### src/rtl/instruction_pkg.sv
// instruction_pkg
// Shared MIPS instruction vocabulary for the fetch/decode front end and for
// anything that has to build instruction words (generators, models).
// Contents: the instruction class enum, the opcodes that select the class,
// field bit positions, a classifier and R/I/J word encoders.
package instruction_pkg;

    typedef enum logic [1:0] {
        NONE_type = 2'd0,
        R_type    = 2'd1,
        I_type    = 2'd2,
        J_type    = 2'd3
    } types;

    localparam logic [5:0] OP_RTYPE = 6'd0;
    localparam logic [5:0] OP_J     = 6'd2;
    localparam logic [5:0] OP_JAL   = 6'd3;

    localparam int OPCODE_MSB = 31;
    localparam int OPCODE_LSB = 26;
    localparam int RS_MSB     = 25;
    localparam int RS_LSB     = 21;
    localparam int RT_MSB     = 20;
    localparam int RT_LSB     = 16;
    localparam int RD_MSB     = 15;
    localparam int RD_LSB     = 11;
    localparam int SHAMT_MSB  = 10;
    localparam int SHAMT_LSB  = 6;
    localparam int FUNCT_MSB  = 5;
    localparam int FUNCT_LSB  = 0;
    localparam int IMM_MSB    = 15;
    localparam int IMM_LSB    = 0;
    localparam int TARGET_MSB = 25;
    localparam int TARGET_LSB = 0;

    function automatic types decode_type(input logic [5:0] opcode);
        types t;
        if (opcode == OP_RTYPE) begin
            t = R_type;
        end else if (opcode == OP_J || opcode == OP_JAL) begin
            t = J_type;
        end else begin
            t = I_type;
        end
        return t;
    endfunction

    function automatic logic [31:0] enc_r(input logic [4:0] rs, input logic [4:0] rt,
                                          input logic [4:0] rd, input logic [4:0] shamt,
                                          input logic [5:0] funct);
        return {OP_RTYPE, rs, rt, rd, shamt, funct};
    endfunction

    function automatic logic [31:0] enc_i(input logic [5:0] op, input logic [4:0] rs,
                                          input logic [4:0] rt, input logic [15:0] imm);
        return {op, rs, rt, imm};
    endfunction

    function automatic logic [31:0] enc_j(input logic [5:0] op, input logic [25:0] target);
        return {op, target};
    endfunction

endpackage

### src/rtl/mips_fetch_decode_if.sv
// mips_fetch_decode_if
// Bundles the instruction-memory port, the hazard/branch controls and the
// decoded IF/ID outputs of the fetch/decode front end.
//   master : the front end (drives imem_addr and id_*, receives imem_data,
//            stall, redirect, redirect_pc)
//   slave  : the surrounding pipeline / memory (opposite directions)
interface mips_fetch_decode_if #(
    parameter int AW = 10
);
    logic [AW-1:0] imem_addr;
    logic [31:0]   imem_data;
    logic          stall;
    logic          redirect;
    logic [31:0]   redirect_pc;

    logic          id_valid;
    logic [31:0]   id_pc_plus4;
    logic [1:0]    id_type;
    logic [5:0]    id_opcode;
    logic [4:0]    id_rs;
    logic [4:0]    id_rt;
    logic [4:0]    id_rd;
    logic [4:0]    id_shamt;
    logic [5:0]    id_funct;
    logic [31:0]   id_imm_sext;
    logic [31:0]   id_imm_zext;
    logic [31:0]   id_jump_target;

    modport master (
        output imem_addr,
        input  imem_data, stall, redirect, redirect_pc,
        output id_valid, id_pc_plus4, id_type, id_opcode, id_rs, id_rt, id_rd,
               id_shamt, id_funct, id_imm_sext, id_imm_zext, id_jump_target
    );

    modport slave (
        input  imem_addr,
        output imem_data, stall, redirect, redirect_pc,
        input  id_valid, id_pc_plus4, id_type, id_opcode, id_rs, id_rt, id_rd,
               id_shamt, id_funct, id_imm_sext, id_imm_zext, id_jump_target
    );

endinterface

### src/rtl/mips_instr_decode.sv
// mips_instr_decode
// Purely combinational field splitter and R/I/J classifier for the word held
// in the IF/ID register.
//   word       in  32 : held instruction word
//   valid      in   1 : held word is a real instruction (not a bubble)
//   pc_hi      in   4 : bits [31:28] of the held PC+4, region for jumps
//   id_type    out  2 : class, 0 when not valid
//   id_*       out    : raw fields, immediates and jump target
module mips_instr_decode
    import instruction_pkg::*;
(
    input  logic [31:0] word,
    input  logic        valid,
    input  logic [3:0]  pc_hi,
    output logic [1:0]  id_type,
    output logic [5:0]  id_opcode,
    output logic [4:0]  id_rs,
    output logic [4:0]  id_rt,
    output logic [4:0]  id_rd,
    output logic [4:0]  id_shamt,
    output logic [5:0]  id_funct,
    output logic [31:0] id_imm_sext,
    output logic [31:0] id_imm_zext,
    output logic [31:0] id_jump_target
);

    logic [15:0] imm;

    assign imm       = word[IMM_MSB:IMM_LSB];
    assign id_opcode = word[OPCODE_MSB:OPCODE_LSB];
    assign id_rs     = word[RS_MSB:RS_LSB];
    assign id_rt     = word[RT_MSB:RT_LSB];
    assign id_rd     = word[RD_MSB:RD_LSB];
    assign id_shamt  = word[SHAMT_MSB:SHAMT_LSB];
    assign id_funct  = word[FUNCT_MSB:FUNCT_LSB];

    assign id_imm_sext    = {{16{imm[15]}}, imm};
    assign id_imm_zext    = {16'h0000, imm};
    assign id_jump_target = {pc_hi, word[TARGET_MSB:TARGET_LSB], 2'b00};

    // Fields always track the held word; only the class is gated by valid.
    assign id_type = valid ? decode_type(id_opcode) : NONE_type;

endmodule

### src/rtl/mips_fetch_decode.sv
// mips_fetch_decode
// Front end of the pipelined MIPS core: program counter, instruction fetch
// and the IF/ID pipeline register, with decode done by mips_instr_decode.
//   clk   in  1 : clock, rising edge
//   rst   in  1 : synchronous active-high reset
//   bus   master modport of mips_fetch_decode_if
//         imem_addr out 10 = pc[11:2]; imem_data in 32 (combinational read)
//         stall, redirect, redirect_pc in; id_* decoded outputs
// Priority on each edge: rst > redirect > stall > advance.
module mips_fetch_decode
    import instruction_pkg::*;
#(
    parameter int          IMEM_DEPTH = 1024,
    parameter logic [31:0] RESET_PC   = 32'h0000_0000
) (
    input  logic                clk,
    input  logic                rst,
    mips_fetch_decode_if.master bus
);

    localparam int AW = $clog2(IMEM_DEPTH);

    logic [31:0] pc;
    logic [31:0] pc_plus4;
    logic [31:0] ifid_word;
    logic [31:0] ifid_pc_plus4;
    logic        ifid_valid;

    assign pc_plus4      = pc + 32'd4;
    // Only the word-index bits address memory, so the index wraps naturally.
    assign bus.imem_addr = pc[AW+1:2];

    always_ff @(posedge clk) begin
        if (rst) begin
            pc            <= RESET_PC;
            ifid_word     <= 32'h0;
            ifid_pc_plus4 <= 32'h0;
            ifid_valid    <= 1'b0;
        end else if (bus.redirect) begin
            // Taken even when stalled; the word fetched this cycle is from the
            // wrong path and becomes a bubble.
            pc         <= bus.redirect_pc & 32'hFFFF_FFFC;
            ifid_word  <= 32'h0;
            ifid_valid <= 1'b0;
        end else if (!bus.stall) begin
            pc            <= pc_plus4;
            ifid_word     <= bus.imem_data;
            ifid_pc_plus4 <= pc_plus4;
            ifid_valid    <= 1'b1;
        end
    end

    assign bus.id_valid    = ifid_valid;
    assign bus.id_pc_plus4 = ifid_pc_plus4;

    mips_instr_decode u_decode (
        .word           (ifid_word),
        .valid          (ifid_valid),
        .pc_hi          (ifid_pc_plus4[31:28]),
        .id_type        (bus.id_type),
        .id_opcode      (bus.id_opcode),
        .id_rs          (bus.id_rs),
        .id_rt          (bus.id_rt),
        .id_rd          (bus.id_rd),
        .id_shamt       (bus.id_shamt),
        .id_funct       (bus.id_funct),
        .id_imm_sext    (bus.id_imm_sext),
        .id_imm_zext    (bus.id_imm_zext),
        .id_jump_target (bus.id_jump_target)
    );

endmodule

### src/flat_wrapper.sv
// flat-port wrapper written by rule: the top's interface ports become plain ports
module mips_fetch_decode_flat import instruction_pkg::*;
#(
    parameter int          IMEM_DEPTH = 1024,
    parameter logic [31:0] RESET_PC   = 32'h0000_0000
)
  (clk, rst, bus_imem_addr, bus_imem_data, bus_stall, bus_redirect, bus_redirect_pc, bus_id_valid, bus_id_pc_plus4, bus_id_type, bus_id_opcode, bus_id_rs, bus_id_rt, bus_id_rd, bus_id_shamt, bus_id_funct, bus_id_imm_sext, bus_id_imm_zext, bus_id_jump_target);
  mips_fetch_decode_if #(.AW(10)) bus_i ();
  input  logic clk;
  input  logic rst;
  output wire logic [$bits(bus_i.imem_addr)-1:0] bus_imem_addr;
  input wire logic [$bits(bus_i.imem_data)-1:0] bus_imem_data;
  input wire logic [$bits(bus_i.stall)-1:0] bus_stall;
  input wire logic [$bits(bus_i.redirect)-1:0] bus_redirect;
  input wire logic [$bits(bus_i.redirect_pc)-1:0] bus_redirect_pc;
  output wire logic [$bits(bus_i.id_valid)-1:0] bus_id_valid;
  output wire logic [$bits(bus_i.id_pc_plus4)-1:0] bus_id_pc_plus4;
  output wire logic [$bits(bus_i.id_type)-1:0] bus_id_type;
  output wire logic [$bits(bus_i.id_opcode)-1:0] bus_id_opcode;
  output wire logic [$bits(bus_i.id_rs)-1:0] bus_id_rs;
  output wire logic [$bits(bus_i.id_rt)-1:0] bus_id_rt;
  output wire logic [$bits(bus_i.id_rd)-1:0] bus_id_rd;
  output wire logic [$bits(bus_i.id_shamt)-1:0] bus_id_shamt;
  output wire logic [$bits(bus_i.id_funct)-1:0] bus_id_funct;
  output wire logic [$bits(bus_i.id_imm_sext)-1:0] bus_id_imm_sext;
  output wire logic [$bits(bus_i.id_imm_zext)-1:0] bus_id_imm_zext;
  output wire logic [$bits(bus_i.id_jump_target)-1:0] bus_id_jump_target;
  assign bus_imem_addr = bus_i.imem_addr;
  assign bus_i.imem_data = bus_imem_data;
  assign bus_i.stall = bus_stall;
  assign bus_i.redirect = bus_redirect;
  assign bus_i.redirect_pc = bus_redirect_pc;
  assign bus_id_valid = bus_i.id_valid;
  assign bus_id_pc_plus4 = bus_i.id_pc_plus4;
  assign bus_id_type = bus_i.id_type;
  assign bus_id_opcode = bus_i.id_opcode;
  assign bus_id_rs = bus_i.id_rs;
  assign bus_id_rt = bus_i.id_rt;
  assign bus_id_rd = bus_i.id_rd;
  assign bus_id_shamt = bus_i.id_shamt;
  assign bus_id_funct = bus_i.id_funct;
  assign bus_id_imm_sext = bus_i.id_imm_sext;
  assign bus_id_imm_zext = bus_i.id_imm_zext;
  assign bus_id_jump_target = bus_i.id_jump_target;
  mips_fetch_decode #(.IMEM_DEPTH(IMEM_DEPTH), .RESET_PC(RESET_PC)) u_core (.clk(clk), .rst(rst), .bus(bus_i));
endmodule
### config.mk
export PLATFORM = sky130hd
export DESIGN_NAME = mips_fetch_decode_flat
export DESIGN_NICKNAME = d
export VERILOG_FILES = /design/src/rtl/instruction_pkg.sv /design/src/rtl/mips_fetch_decode_if.sv /design/src/rtl/mips_instr_decode.sv /design/src/rtl/mips_fetch_decode.sv /design/src/flat_wrapper.sv
export SDC_FILE = /design/constraint.sdc
export NUM_CORES = 1
export LEC_CHECK = 0
export ABC_AREA = 1
export BUFFER_PORTS_ARGS = -buffer_cell sky130_fd_sc_hd__buf_2
export CAP_MARGIN = 20
export CELL_PAD_IN_SITES_DETAIL_PLACEMENT = 0
export CELL_PAD_IN_SITES_GLOBAL_PLACEMENT = 2
export CORE_UTILIZATION = 24
export CTS_CLUSTER_SIZE = 10
export DETAILED_ROUTE_END_ITERATION = 6
export PLACE_DENSITY_LB_ADDON = 0.1
export SLEW_MARGIN = 0
export SYNTH_ARGS = -nofsm -noshare
export SYNTH_HDL_FRONTEND = slang
export SYNTH_SLANG_ARGS = --single-unit
export TNS_END_PERCENT = 20
### constraint.sdc
create_clock -name clk -period 1.6 [get_ports clk]
set_input_delay 0.32 -clock clk [delete_from_list [all_inputs] [get_ports clk]]
set_output_delay 0.32 -clock clk [all_outputs]
set_load 0.02 [all_outputs]
Word-level counts from Yosys, hierarchy flattened:

Cells that the tools add are included.

* add/sub/neg operators: 1
* equality and inequality tests: 3
* muxes and demuxes: 5
* bitwise logic cells: 2
* reduce and logical (&&, ||, !) cells: 4

Operator list (number)
* 2-to-1 mux 32 bit: 2
* adder 32 x 3 -> 32 bit, second input constant: 1
* == test 6 x 2 -> 1 bit, second input constant: 2
* logical NOT 6 bit: 1
* 2-to-1 mux 2 bit: 2
* inequality test 2 x 1 -> 1 bit, second input constant: 1
* inverter 1 bit: 2
* AND reduction 2 bit: 1
* OR reduction 2 bit: 1
* logical OR 1 bit: 1
* 2-to-1 mux 1 bit: 1

* register bits after elaboration: 97
* bits of input ports: 68
* output and inout port bits: 173
* logic and storage cells: 20

Logic depth before layout (Yosys ltp):

* depth in word-level cells: 5
* gate-level depth with buffers: 10

Modules after synthesis:

From an unflattened synthesis, not the netlist that was laid out.

* cells, all modules: 764
* area, all modules: 5255.0 µm²

By module, submodules not included
* mips_fetch_decode: times used 1, cells an instance 625, area an instance 4245.3 µm², seq. area each 1861.8 µm²
* mips_instr_decode: times used 1, cells an instance 139, area an instance 1009.7 µm², seq. area each 0.0 µm²

Worst setup path before layout:

OpenSTA, ideal clock, no wires.

* path type: register to output
* start point: register u_core.ifid_word[27]
* end point: output port bus_id_type[0]
* arrival: 1106 ps
* slack: 174 ps
* stages on the path, launching flop included: 3
* path buffers: 0
* cells stage by stage: dfxtp_1 inv_1 a211oi_1

* word-level cells in the longest chain between the ends: 5
* elaborated cells between the ends (all ways): 7
* those cells by class: eq/ne (2); mux (3); reduce/logical (2)

RTL lines
* start: declaration: line mips_fetch_decode.sv:25 `logic [31:0] ifid_word;`
* start signal: assignment: line mips_fetch_decode.sv:47 `ifid_word <= bus.imem_data;`
* == test 6 x 2 -> 1 bit: line instruction_pkg.sv:40 `end else if (opcode == OP_J || opcode == OP_JAL) begin`
* logical OR 1 bit: line instruction_pkg.sv:40
* 2-to-1 mux 1 bit: line instruction_pkg.sv:40
* 2-to-1 mux 2 bit (*): line instruction_pkg.sv:38 `if (opcode == OP_RTYPE) begin`
* 2-to-1 mux 2 bit (*): line mips_instr_decode.sv:42 `assign id_type = valid ? decode_type(id_opcode) : NONE_type;`
* end: declaration: line flat_wrapper.sv:18 `output wire logic [$bits(bus_i.id_type)-1:0] bus_id_type;`

Mark *: on every way between the ends. The rest lies on a longest branch, timed or not.

Final worst setup path:

* start point: register u_core.ifid_word[29]
* end point: output port bus_id_type[1]

* word-level cells in the longest chain between the ends: 3

RTL lines (line)
* logical NOT 6 bit: instruction_pkg.sv:38
* 2-to-1 mux 2 bit: instruction_pkg.sv:38
* 2-to-1 mux 2 bit: mips_instr_decode.sv:42

Every way passes these cells.

==> flow_summary.toml <==
[synthesis]
ys_top_cells_by_count = "nand2_1, buf_4, dfxtp_1, a21oi_1, inv_1"
synth_cell_types = 31
synth_area_leaders = "dfxtp_1, nand2_1, buf_4, a21oi_1, inv_1"
yosys.area.top_type = "dfxtp_1"
synth_top_family_by_area = "simple AND/OR/NAND/NOR gates"
synth_fa_ha_area_share_pct = 0.244
async_flop_share_pct = 0
synth_warnings = 0
syn-cell-area_sq_um = 5130
synthDominantCellAreaShare_pct = 36.3
yosys_register_bits = 93
synth_cells = 728
yosysSeqAreaShare_pct = 36.3
synth_edf_count = 0
synth_most_common_cell = "nand2_1"
syn_area_per_cell_sq_um = 7.04
ys.flop_type = "dfxtp_1"
synth-simple-area-share_pct = 25.3
synth-xor-area-share_pct = 1.37
yosys-mux-area-fraction_pct = 0
synth_compound_area_share_pct = 13.6

[global_routing]
grt_pass1_vias = 4163
grt_overflow = 0
met2_usage_pct = 23.1
grt_max_degree = 61
grt_pass1_wl_microns = 23700
antenna_found_initial = 0
grt_usage_pct = 14.0
busiest_layer = "met2"
grtUsageMet3_pct = 3.44
grtUsageMet1_pct = 18.3

[clocking]
cts_root_buf = "clkbuf_16"
cts_made_buffers = 9
clk_transition_reported_paths_ps = 70
cts_hold_buf = 0
cts_max_path_buffers = 2
cts.htree.levels = 3
clock_sinks = 93
cts_tree = "done"
clock_latency_ps = 360

[power_and_ir_drop]
p_leak_nw = 3.01
seqPwrFrac_pct = 44.9
vdd_ir_drop_max_v = 0.000411
intPower_mw = 3.92
swShare_pct = 29.3
cellPowerDensity_nw_per_um2 = 880
p_comb_share_pct = 14.9
p_switching_mw = 1.63
clockPowerShare_pct = 40.2

[timing]
fin_ws_ps = -2.11
min_period_ps = 1600
whs_ps = 199
clock.fmax_mhz = 624
hold_viol_final = 0
rsz0062_at_grt = "yes"
setup_viol = 1
maxSlewViolCount = 0
finClkSkew_ps = 9.51
period_share_pct = 100

[worst_setup_path]
critical_path_class = "register to primary output"
crit_path_max_incr_delay_ps = 340
path_max_fanout = 3
cp_cell_sequence = "nor2_2 -> nand2_2 -> o31ai_2 -> inv_1 -> buf_6"
arrival_ps = 1280
rr_worst_depth = 9
rrSetupSlack_ps = 70
crit_path_end = "bus_id_type[1]"
start_kind = "register"
crit_start = "u_core.ifid_word[29]$_SDFFE_PP0N_"
path_depth = 5
worstPathRequired_ps = 1280
crit_path_top_delay_cell = "dfxtp_2"
reg2reg_to = "u_core.bus.id_pc_plus4[26]$_SDFFE_PP0P_"
cp_top_family = "flip-flops"
cp_num_buf_inv = 2
reg2reg_from = "u_core.pc[10]$_SDFFE_PP0P_"
end_kind = "primary output"

[place]
dp_hpwl_microns = 11700
dpl_cell_area_sq_um = 5890
io_buffers = 218
dp_cells = 1128
gp_congestion = 0.804

[floorplanning]
pin_count = 241
die_y_microns = 148
row_count = 53
start_util_pct = 24.5
core_sq_um = 21000
dieWidth_microns = 148
die_area_sq_um = 21900

[route]
wl_per_cell_microns = 13.6
drc_errors = 0
drtIter0Drc = 228
drtPass1Iterations = 4
viasPerCell = 4.08
num_vias = 4681
routed_wl_microns = 15600
ant_nets = 0

[flow_run]
drv_cap = 0

[hold_path]
hold_class = "primary input to register"

[layout]
drive_gt1_share_pct = 35.9
area_growth_pct = 22.9
antenna_cells = 0
fin_nets = 936
fill_cells = 2392
final_area_sq_um = 6300
stdcell_count = 1146

[status]
outcome = "complete, but fails checks"
violations = "setup timing"
==> power by group through the flow <==
stage                     Combinational, mW  Clock (mW)  Sequential (mW)
final                                 0.825        2.23             2.49
after global routing                  0.909        2.43             2.51
after CTS                             0.830        2.36             2.49
after detailed placement              0.826           0             2.54
after global placement                0.829           0             2.54
after floorplan                       0.577           0             2.59
==> worst register-to-register path: stages (launching register included) <==
cell and delay, ps:
dfxtp_1 400, nand2_1 130, nor2_2 220, nand2_1 150, nor2_1 210, nand2_1 70
nand2_1 60, nand2_1 40, nand2_1 80, a21oi_1 60
==> timing repair <==
action,4_1_cts,5_1_grt
endpoints found under the hold margin,0,0
endpoints found under the setup margin,1,59
cloned,0,0
resized for setup,0,32
pin swaps,0,10
buffers inserted,0,3
==> cell families (layout without fill, tap and decap cells) <==
| family | after synthesis | count (layout) |
|---|---|---|
| compound gates | 130 | 130 |
| simple gates | 303 | 303 |
| other cells | 1 | 20 |
| xor+xnor | 8 | 8 |
| buf+inv | 192 | 316 |
| fa+ha+maj | 1 | 1 |
| flops | 93 | 93 |
==> sequential cells by signal, indices dropped and copies added (netlist names) <==
register and flops:
u_core.pc 30, u_core.bus.id_valid 1, u_core.ifid_word 32, u_core.bus.id_pc_plus4 30
==> cell usage in the layout (no fill, tap or decap), types with 2 or more instances in the layout <==
cell type   netlist  layout
dfxtp_1          93      85
nand2_4           2       2
xnor2_1           2       2
nor2_4            9      13
nand3_1          19      17
nor2_1           38      30
inv_2             3       3
clkinvlp_4        0       3
dfxtp_2           0       8
clkbuf_16         0       9
nand2_1         221     220
nor2_2            5       9
a21oi_1          90      88
nand3_2           1       3
conb_1            1      20
a22o_1            7       7
nand2_2           5       6
a21oi_2           0       2
inv_1            53      53
buf_4           109      24
xor2_1            6       6
a31o_2            2       2
buf_12            0       4
buf_2             6     216
o21ai_0          22      21
a31oi_1           7       7
==> routing by layer <==
| layer | vias up | routed length (microns) |
|---|---|---|
| li1 | 2444 | - |
| met1 | 2085 | 7280 |
| met2 | 142 | 7510 |
| met3 | 10 | 684 |
| met4 | 0 | 136 |
| met5 | - | 0 |
==> cell type report <==
class | instances | area (sq um) | area share (%)
multi-input cells | 462 | 2220 | 35.3
flip-flops and latches | 93 | 1870 | 29.7
repair buffers | 245 | 1350 | 21.5
well taps | 275 | 344 | 5.46
clock buffers | 9 | 225 | 3.57
inverters | 56 | 210 | 3.34
clock inverters | 6 | 72.6 | 1.15
==> worst min path at each step <==
stage,cells past startpoint,end,slack (ps),startpoint
6_report,3,u_core.ifid_word[30]$_SDFFE_PP0N_,200,bus_imem_data[30]
5_1_grt,3,u_core.ifid_word[9]$_SDFFE_PP0N_,190,bus_imem_data[9]
4_1_cts,3,u_core.ifid_word[7]$_SDFFE_PP0N_,180,bus_imem_data[7]
3_5_place_dp,2,u_core.bus.id_pc_plus4[3]$_SDFFE_PP0P_,450,u_core.bus.id_pc_plus4[3]$_SDFFE_PP0P_
3_3_place_gp,2,u_core.bus.id_pc_plus4[3]$_SDFFE_PP0P_,450,u_core.bus.id_pc_plus4[3]$_SDFFE_PP0P_
2_1_floorplan,2,u_core.ifid_word[10]$_SDFFE_PP0N_,460,bus_imem_data[10]
==> stage by stage <==
| stage | power (mW) | util, % | worst slack [ps] | TNS [ps] |
|---|---|---|---|---|
| finish | 5.55 | 30.1 | -2.11 | -2.11 |
| CTS | 5.68 | 29.5 | -50.0 | -50.0 |
| floorplan | 3.17 | - | 174 | 0 |
| global route | 5.85 | 30.1 | -102 | -404 |
| detailed placement | 3.37 | 28.1 | 48.6 | 0 |
| global placement | 3.37 | 28.1 | 60.5 | 0 |
Power figures use the tool's default switching activity.
